## src/rtl/segre_hazard_ctrl.sv

```systemverilog
// segre_hazard_ctrl: scoreboard-based RAW/stall/flush pipeline controller for the Segre core
// Optional forwarding support is enabled by defining SEGRE_FORWARDING_EN.
module segre_hazard_ctrl #(
  parameter int REG_SIZE     = 5,
  parameter int FLUSH_CYCLES = 2
) (
  input  logic                clk_i,
  input  logic                rst_i,
  input  logic                id_valid_i,
  input  logic [REG_SIZE-1:0] src_a_id_i,
  input  logic [REG_SIZE-1:0] src_b_id_i,
  input  logic                src_a_used_i,
  input  logic                src_b_used_i,
  input  logic                id_rf_we_i,
  input  logic [REG_SIZE-1:0] id_rf_waddr_i,
  input  logic                id_memop_rd_i,
  input  logic                br_taken_i,
  input  logic                mem_req_i,
  input  logic                mem_ready_i,
  output logic                block_if_o,
  output logic                block_id_o,
  output logic                inject_nops_o,
  output logic                stall_mem_o,
  output logic                valid_ex_o,
  output logic [1:0]          fwd_a_sel_o,
  output logic [1:0]          fwd_b_sel_o
);
  localparam int CW = $clog2(FLUSH_CYCLES + 1);
  typedef struct packed {
    logic                valid;
    logic                we;
    logic [REG_SIZE-1:0] waddr;
    logic                load;
  } sb_t;
  typedef enum logic [1:0] {RUN, MEM_WAIT, FLUSH} state_t;
  state_t        r_state, w_state_nx;
  logic [CW-1:0] r_cnt, w_cnt_nx;
  sb_t           r_sb [3];
  logic [2:0]    w_ma, w_mb;
  logic          w_raw, w_mstall, w_flush, w_blk, w_inj;
  logic [1:0]    w_fa, w_fb;
  for (genvar g = 0; g < 3; g++) begin : g_match
    assign w_ma[g] = id_valid_i & src_a_used_i & (src_a_id_i != '0) & r_sb[g].valid & r_sb[g].we & (r_sb[g].waddr == src_a_id_i);
    assign w_mb[g] = id_valid_i & src_b_used_i & (src_b_id_i != '0) & r_sb[g].valid & r_sb[g].we & (r_sb[g].waddr == src_b_id_i);
  end
`ifdef SEGRE_FORWARDING_EN
  assign w_raw = (w_ma[0] | w_mb[0]) & r_sb[0].load;
  assign w_fa  = w_raw ? 2'd0 : w_ma[0] ? 2'd1 : w_ma[1] ? 2'd2 : w_ma[2] ? 2'd3 : 2'd0;
  assign w_fb  = w_raw ? 2'd0 : w_mb[0] ? 2'd1 : w_mb[1] ? 2'd2 : w_mb[2] ? 2'd3 : 2'd0;
`else
  assign w_raw = |{w_ma, w_mb};
  assign w_fa  = 2'd0;
  assign w_fb  = 2'd0;
`endif
  // A FLUSH interrupted by a memory stall resumes its remaining count on the ready cycle
  assign w_mstall = (r_state == MEM_WAIT) ? !mem_ready_i : mem_req_i & !mem_ready_i;
  assign w_flush  = (r_state == RUN & br_taken_i) | (r_state == FLUSH) | (r_state == MEM_WAIT & r_cnt != '0);
  assign w_blk    = w_mstall | (!w_flush & w_raw);
  assign w_inj    = !w_mstall & (w_flush | w_raw);
  assign stall_mem_o   = !rst_i & w_mstall;
  assign block_if_o    = !rst_i & w_blk;
  assign block_id_o    = !rst_i & w_blk;
  assign inject_nops_o = !rst_i & w_inj;
  assign fwd_a_sel_o   = rst_i ? 2'd0 : w_fa;
  assign fwd_b_sel_o   = rst_i ? 2'd0 : w_fb;
  assign valid_ex_o    = r_sb[0].valid;
  always_comb begin
    w_state_nx = r_state;
    w_cnt_nx   = r_cnt;
    if (w_mstall)
      w_state_nx = MEM_WAIT;
    else if (r_state == RUN & br_taken_i & FLUSH_CYCLES > 1) begin
      w_state_nx = FLUSH;
      w_cnt_nx   = CW'(FLUSH_CYCLES - 1);
    end else if (r_state == FLUSH | r_cnt != '0) begin
      w_state_nx = (r_cnt > CW'(1)) ? FLUSH : RUN;
      w_cnt_nx   = (r_cnt > CW'(1)) ? r_cnt - CW'(1) : '0;
    end else
      w_state_nx = RUN;
  end
  always_ff @(posedge clk_i or posedge rst_i) begin
    if (rst_i) begin
      r_state <= RUN;
      r_cnt   <= '0;
      r_sb[0] <= '0;
      r_sb[1] <= '0;
      r_sb[2] <= '0;
    end else begin
      r_state <= w_state_nx;
      r_cnt   <= w_cnt_nx;
      if (!w_mstall) begin
        r_sb[0] <= (w_inj | w_blk) ? '0 : {id_valid_i, id_rf_we_i, id_rf_waddr_i, id_memop_rd_i};
        r_sb[1] <= r_sb[0];
        r_sb[2] <= r_sb[1];
      end
    end
  end
endmodule

```

## config.mk

```make
export PLATFORM = sky130hd
export DESIGN_NAME = segre_hazard_ctrl
export DESIGN_NICKNAME = d
export VERILOG_FILES = /design/src/rtl/segre_hazard_ctrl.sv
export SDC_FILE = /design/constraint.sdc
export NUM_CORES = 1
export LEC_CHECK = 0
export BUFFER_PORTS_ARGS = -buffer_cell sky130_fd_sc_hd__buf_2
export CORE_ASPECT_RATIO = 1.2
export CORE_MARGIN = 10
export CORE_UTILIZATION = 48
export CTS_BUF_LIST = sky130_fd_sc_hd__clkbuf_16
export DETAILED_ROUTE_END_ITERATION = 10
export PLACE_DENSITY_LB_ADDON = 0.2
export RECOVER_POWER = 100
export REMOVE_ABC_BUFFERS = 1
export SKIP_LAST_GASP = 1
export SLEW_MARGIN = 5
export SYNTH_ARGS = -nofsm -noshare
export SYNTH_HDL_FRONTEND = slang
export SYNTH_SLANG_ARGS = --single-unit
```

## constraint.sdc

```tcl
create_clock -name clk_i -period 2.5 [get_ports clk_i]
set_input_delay 0.375 -clock clk_i [delete_from_list [all_inputs] [get_ports clk_i]]
set_output_delay 0.375 -clock clk_i [all_outputs]
set_load 0.005 [all_outputs]
```

== Word level (Yosys, flattened, before mapping) ==
Cells that the tools add are included.
Storage, ports and cells
  flip-flop bits (word level): 25
  bits in latches: 0
  memory bits (writable): 0
  ROM bits: 0
  input port bits: 25
  output and inout port bits: 9
  logic and storage cells: 78
  memories kept: 0
Cells by class
  $add $sub $neg: 1
  $mul: 0
  divide/modulo/power cells: 0
  magnitude comparators: 1
  eq/ne operators: 8
  shift-type cells: 0
  muxes and demuxes: 9
  bitwise operators: 37
  reduce and logical (&&, ||, !) cells: 11
Operators by type and width (number)
  1-bit AND: 30
  5-bit == test: 6
  2-bit two-way mux: 7
  5-bit nonzero test: 2
  8-bit two-way mux: 1
  1-bit bitwise OR: 6
  6-bit OR reduction: 1
  1-bit zero test: 4
  2-bit nonzero test: 2
  2-bit by 1-bit == test with 1-bit output (second input constant): 1
  2-bit == test (second input constant): 1
  2-bit by 1-bit > comparator with 1-bit output (second input constant): 1
  2-bit zero test: 1
  2-bit AND reduction: 1
  2-bit by 1-bit subtractor with 2-bit output (second input constant): 1
  1-bit two-way mux: 1
  1-bit NOT: 1

== Depth between registers and ports, before layout ==
  depth after elaboration: 10
  depth in mapped cells: 7

== Worst setup path after synthesis ==
OpenSTA, ideal clock, no wires.
  path type: input-to-output
  start: in src_a_id_i[1]
  end: out block_if_o
  data arrival time: 1.533 ns
  data required time: 2.125 ns
  slack: 0.592 ns
  stages on the path: 5
  buffers on the path: 1
  cells stage by stage: or4_1 > o211ai_1 > o22ai_1 > a21o_1 > buf_4
Between the ends
  word-level cells in the longest chain between the ends: 9
Ends and longest elaborated chain
  start: declaration: line 10  | input logic [REG_SIZE-1:0] src_a_id_i,
  5-bit nonzero test: line 43  | assign w_ma[g] = id_valid_i & src_a_used_i & (src_a_id_i != '0) & r_sb[g].valid & r_sb[g].we & (r_sb[g].waddr ...
  1-bit AND (4 in a row): line 43
  6-bit OR reduction *: line 51  | assign w_raw = |{w_ma, w_mb};
  1-bit AND *: line 58  | assign w_blk = w_mstall | (!w_flush & w_raw);
  1-bit bitwise OR *: line 58
  1-bit AND *
  end: declaration: line 20  | output logic block_if_o,
Mark *: on every way between the ends. The rest lies on a longest branch, timed or not.

== Worst setup path in the final report ==
  start: reg r_sb[20] in the netlist's numbering
  end: out block_if_o
Between the ends
  word-level cells in the longest chain between the ends: 6
Ends and longest elaborated chain
  start: declaration: line 38  | sb_t r_sb [3];
  5-bit == test (on tied branches): line 43, 44
  1-bit AND (on tied branches): line 43, 44
  6-bit OR reduction *: line 51
  1-bit AND *: line 58
  1-bit bitwise OR *: line 58
  1-bit AND *: line 61  | assign block_if_o = !rst_i & w_blk;
Marked as above.

==> impl_metrics.yaml <==
floorplanning:
  die_y_um: 80.0
  pin_count: 34
  die_w_um: 70.0
  rows: 21
  start_util: 0.507
  core_area_um2: 2840
  die-area_um2: 5600
global_routing:
  grt_max_degree: 26
  gr-usage-met2: 0.214
  antenna_found_initial: 0
  grtUsageTotal: 0.125
  grt_pass1_vias: 1266
  grt_pass1_wl_mm: 5.69
  globalRouteMet1Util: 0.137
  grt-ovfl-total: 0
  grt-busiest-layer: "met2"
  grt_use_met3: 0.0423
timing:
  min_period_ns: 2.45
  fmax_ghz: 0.407
  setup_viol: 0
  tightest_slew_ns: 1.36
  finClkSkew_ns: 0.00355
  slew_viol_final: 0
  setup_tns_ns: 0
  slew_headroom: 0.0964
  period_share: 0.982
  hold_viol_final: 0
pwr:
  ir_drop_v: 0.000359
  finalPower_mw: 1.08
  p_per_area_nw_per_um2: 639
  p_leak_nw: 0.847
synth:
  ys_types: 29
  synthCells: 156
  avgSynthCellArea_um2: 9.22
  synth_area_leaders: "dfrtp_1, xor2_1, nand2_1"
  ys_async_sr_fraction: 1.00
  ys.flop_type: "dfrtp_1"
  synth-edff-count: 0
  yosysTopAreaCell: "dfrtp_1"
  ys_seq_area_frac: 0.435
  syn_area_um2: 1440
  synth_top_area_share: 0.435
  ys_seq_elements: 25
  yosysWarningCount: 0
route:
  drcViolationCount: 0
  routed_wl_mm: 3.59
  post_drt_wl_per_cell_um: 16.4
  drtIter0Drc: 51
  dr_total_vias: 1188
  first_pass_iters: 4
  ant_nets: 0
  vias_per_cell: 5.42
clock_network:
  cts_tree: "done"
  clk_latency_ns: 0.26
  clk_pin_slew_ns: 0.06
  h-tree-depth: 1
  post_cts_buffers: 0
  cts_made_buffers: 3
  cts_root_buf: "clkbuf_16"
  cts_buffer_depth: 2
  cts_sinks: 25
finish:
  layoutNonFillerInstCount: 219
  fillers: 247
  final_util: 0.593
  drive_gt1_frac: 0.184
  finalNetCount: 211
  diodes: 0
  area_growth_syn_to_layout_pct: 17.0
run_status:
  outcome: "completed"
hold_path:
  hold_path.class: "in -> reg"
  hold_end: "r_sb[22]"
  hold_path.startpoint: "id_rf_we_i"
  hold_depth: 2
critical_path:
  path_max_fanout: 4
  reg2reg_from: "r_state[1]"
  regToRegSetupSlack_ns: 0.47
  worst_r2r_path_depth: 7
  crit_path_end_kind: "primary output"
  critPathLaunch: "r_sb[20]"
  crit_arrival_ns: 2.08
  r2r_end: "r_sb[13]"
  critPathKind: "reg -> out"
  startpoint_type: "flop"
  required_ns: 2.12
run:
  maxCapViolCount: 0
placed_design:
  place_congestion: 0.822
  placement.io_buffers: 28
  dp_hpwl_mm: 2.74
  placed_cells: 215
## layout make-up
cell class / count / area (µm²) / share of cell area
sequential: 25 / 626 / 0.371
timing repair buffer: 31 / 146 / 0.0869
inverter: 3 / 11.3 / 0.00669
multi-input combinational: 122 / 779 / 0.463
clock inverter: 1 / 3.75 / 0.00223
tap: 34 / 42.5 / 0.0253
clock buffer: 3 / 75.1 / 0.0446
## metal layers
| metal | share of wire | vias up |
|---|---|---|
| li1 | - | 583 |
| met1 | 0.42 | 556 |
| met2 | 0.49 | 42 |
| met3 | 0.072 | 7 |
| met4 | 0.021 | 0 |
| met5 | 0 | - |
## worst max path at each step
stage                               end  slack, ns
after CTS                 inject_nops_o       0.01
after detailed placement  inject_nops_o       0.21
after global routing         block_id_o      -0.02
final                        block_if_o       0.05
after global placement    inject_nops_o       0.28
after floorplan           inject_nops_o       0.67
## through the flow
step           instance area [µm²]  hold WS [ns]  setup WS, ns
4_1_cts                       1680         0.204       0.00953
5_1_grt                       1680         0.353       -0.0197
2_1_floorplan                 1400         0.411         0.668
3_5_place_dp                  1600         0.487         0.212
3_3_place_gp                  1600         0.473         0.279
6_report                      1680         0.359        0.0451
## cell usage in the layout (no fill, tap or decap)
cell type  Yosys  routed
a21boi_0       1       1
a21o_1         1       1
a21oi_1        3       3
a31oi_1        1       1
a32o_1         7       7
and3_4         2       2
buf_2          0      24
clkbuf_1       3       7
clkbuf_16      0       3
clkinv_1       0       1
conb_1         1       4
dfrtp_1       25      25
inv_1          2       3
nand2_1       44      44
nand2b_1       1       1
nand4_1        6       6
nor2_1         6       6
nor3_1         1       1
nor4_1         6       4
nor4_2         0       2
o211a_1        1       1
o211ai_1       1       1
o211ai_2       1       1
o21ai_0        1       1
o22a_4         1       1
o22ai_2        0       1
or2_0          0       1
or4_1          2       2
xnor2_1        6       6
xor2_1        24      24
## power breakdown
part	internal [mW]	switching (mW)
clock network	0.214	0.136
registers	0.454	0.0619
logic	0.0942	0.116
total	0.762	0.314
## synthesized netlist by cell type (all sizes together), types with 3 or more instances
| master | instances |
|---|---|
| a21oi | 3 |
| a32o | 7 |
| buf | 6 |
| clkbuf | 3 |
| dfrtp | 25 |
| inv | 3 |
| nand2 | 44 |
| nand4 | 6 |
| nor2 | 6 |
| nor4 | 6 |
| xnor2 | 6 |
| xor2 | 24 |
## timing repair
action,CTS,global route
resized for setup,0,3
endpoints found under the setup margin,0,3
hold buffers,0,0
## cells by family after synthesis
family / Yosys count / share of synthesized area
and+or+nand+nor: 69 / 0.221
AOI/OAI and AO/OA: 19 / 0.115
DFF: 25 / 0.435
buffers and inverters: 12 / 0.0443
xor gates and xnor gates: 30 / 0.183
other: 1 / 0.00261
## critical path: stages, from the launching register on
cell and delay (ns):
dfrtp_1 0.45, xor2_1 0.21, nor4_2 0.35, nand4_1 0.14, and3_4 0.21, o22ai_2 0.16
a21o_1 0.16, clkbuf_1 0.13
## state kept, by name, indices dropped and copies added (netlist names)
| signal | count |
|---|---|
| valid_ex_o | 1 |
| r_cnt | 2 |
| r_state | 2 |
| r_sb | 20 |
No activity file was read; power rests on OpenSTA's default activity.
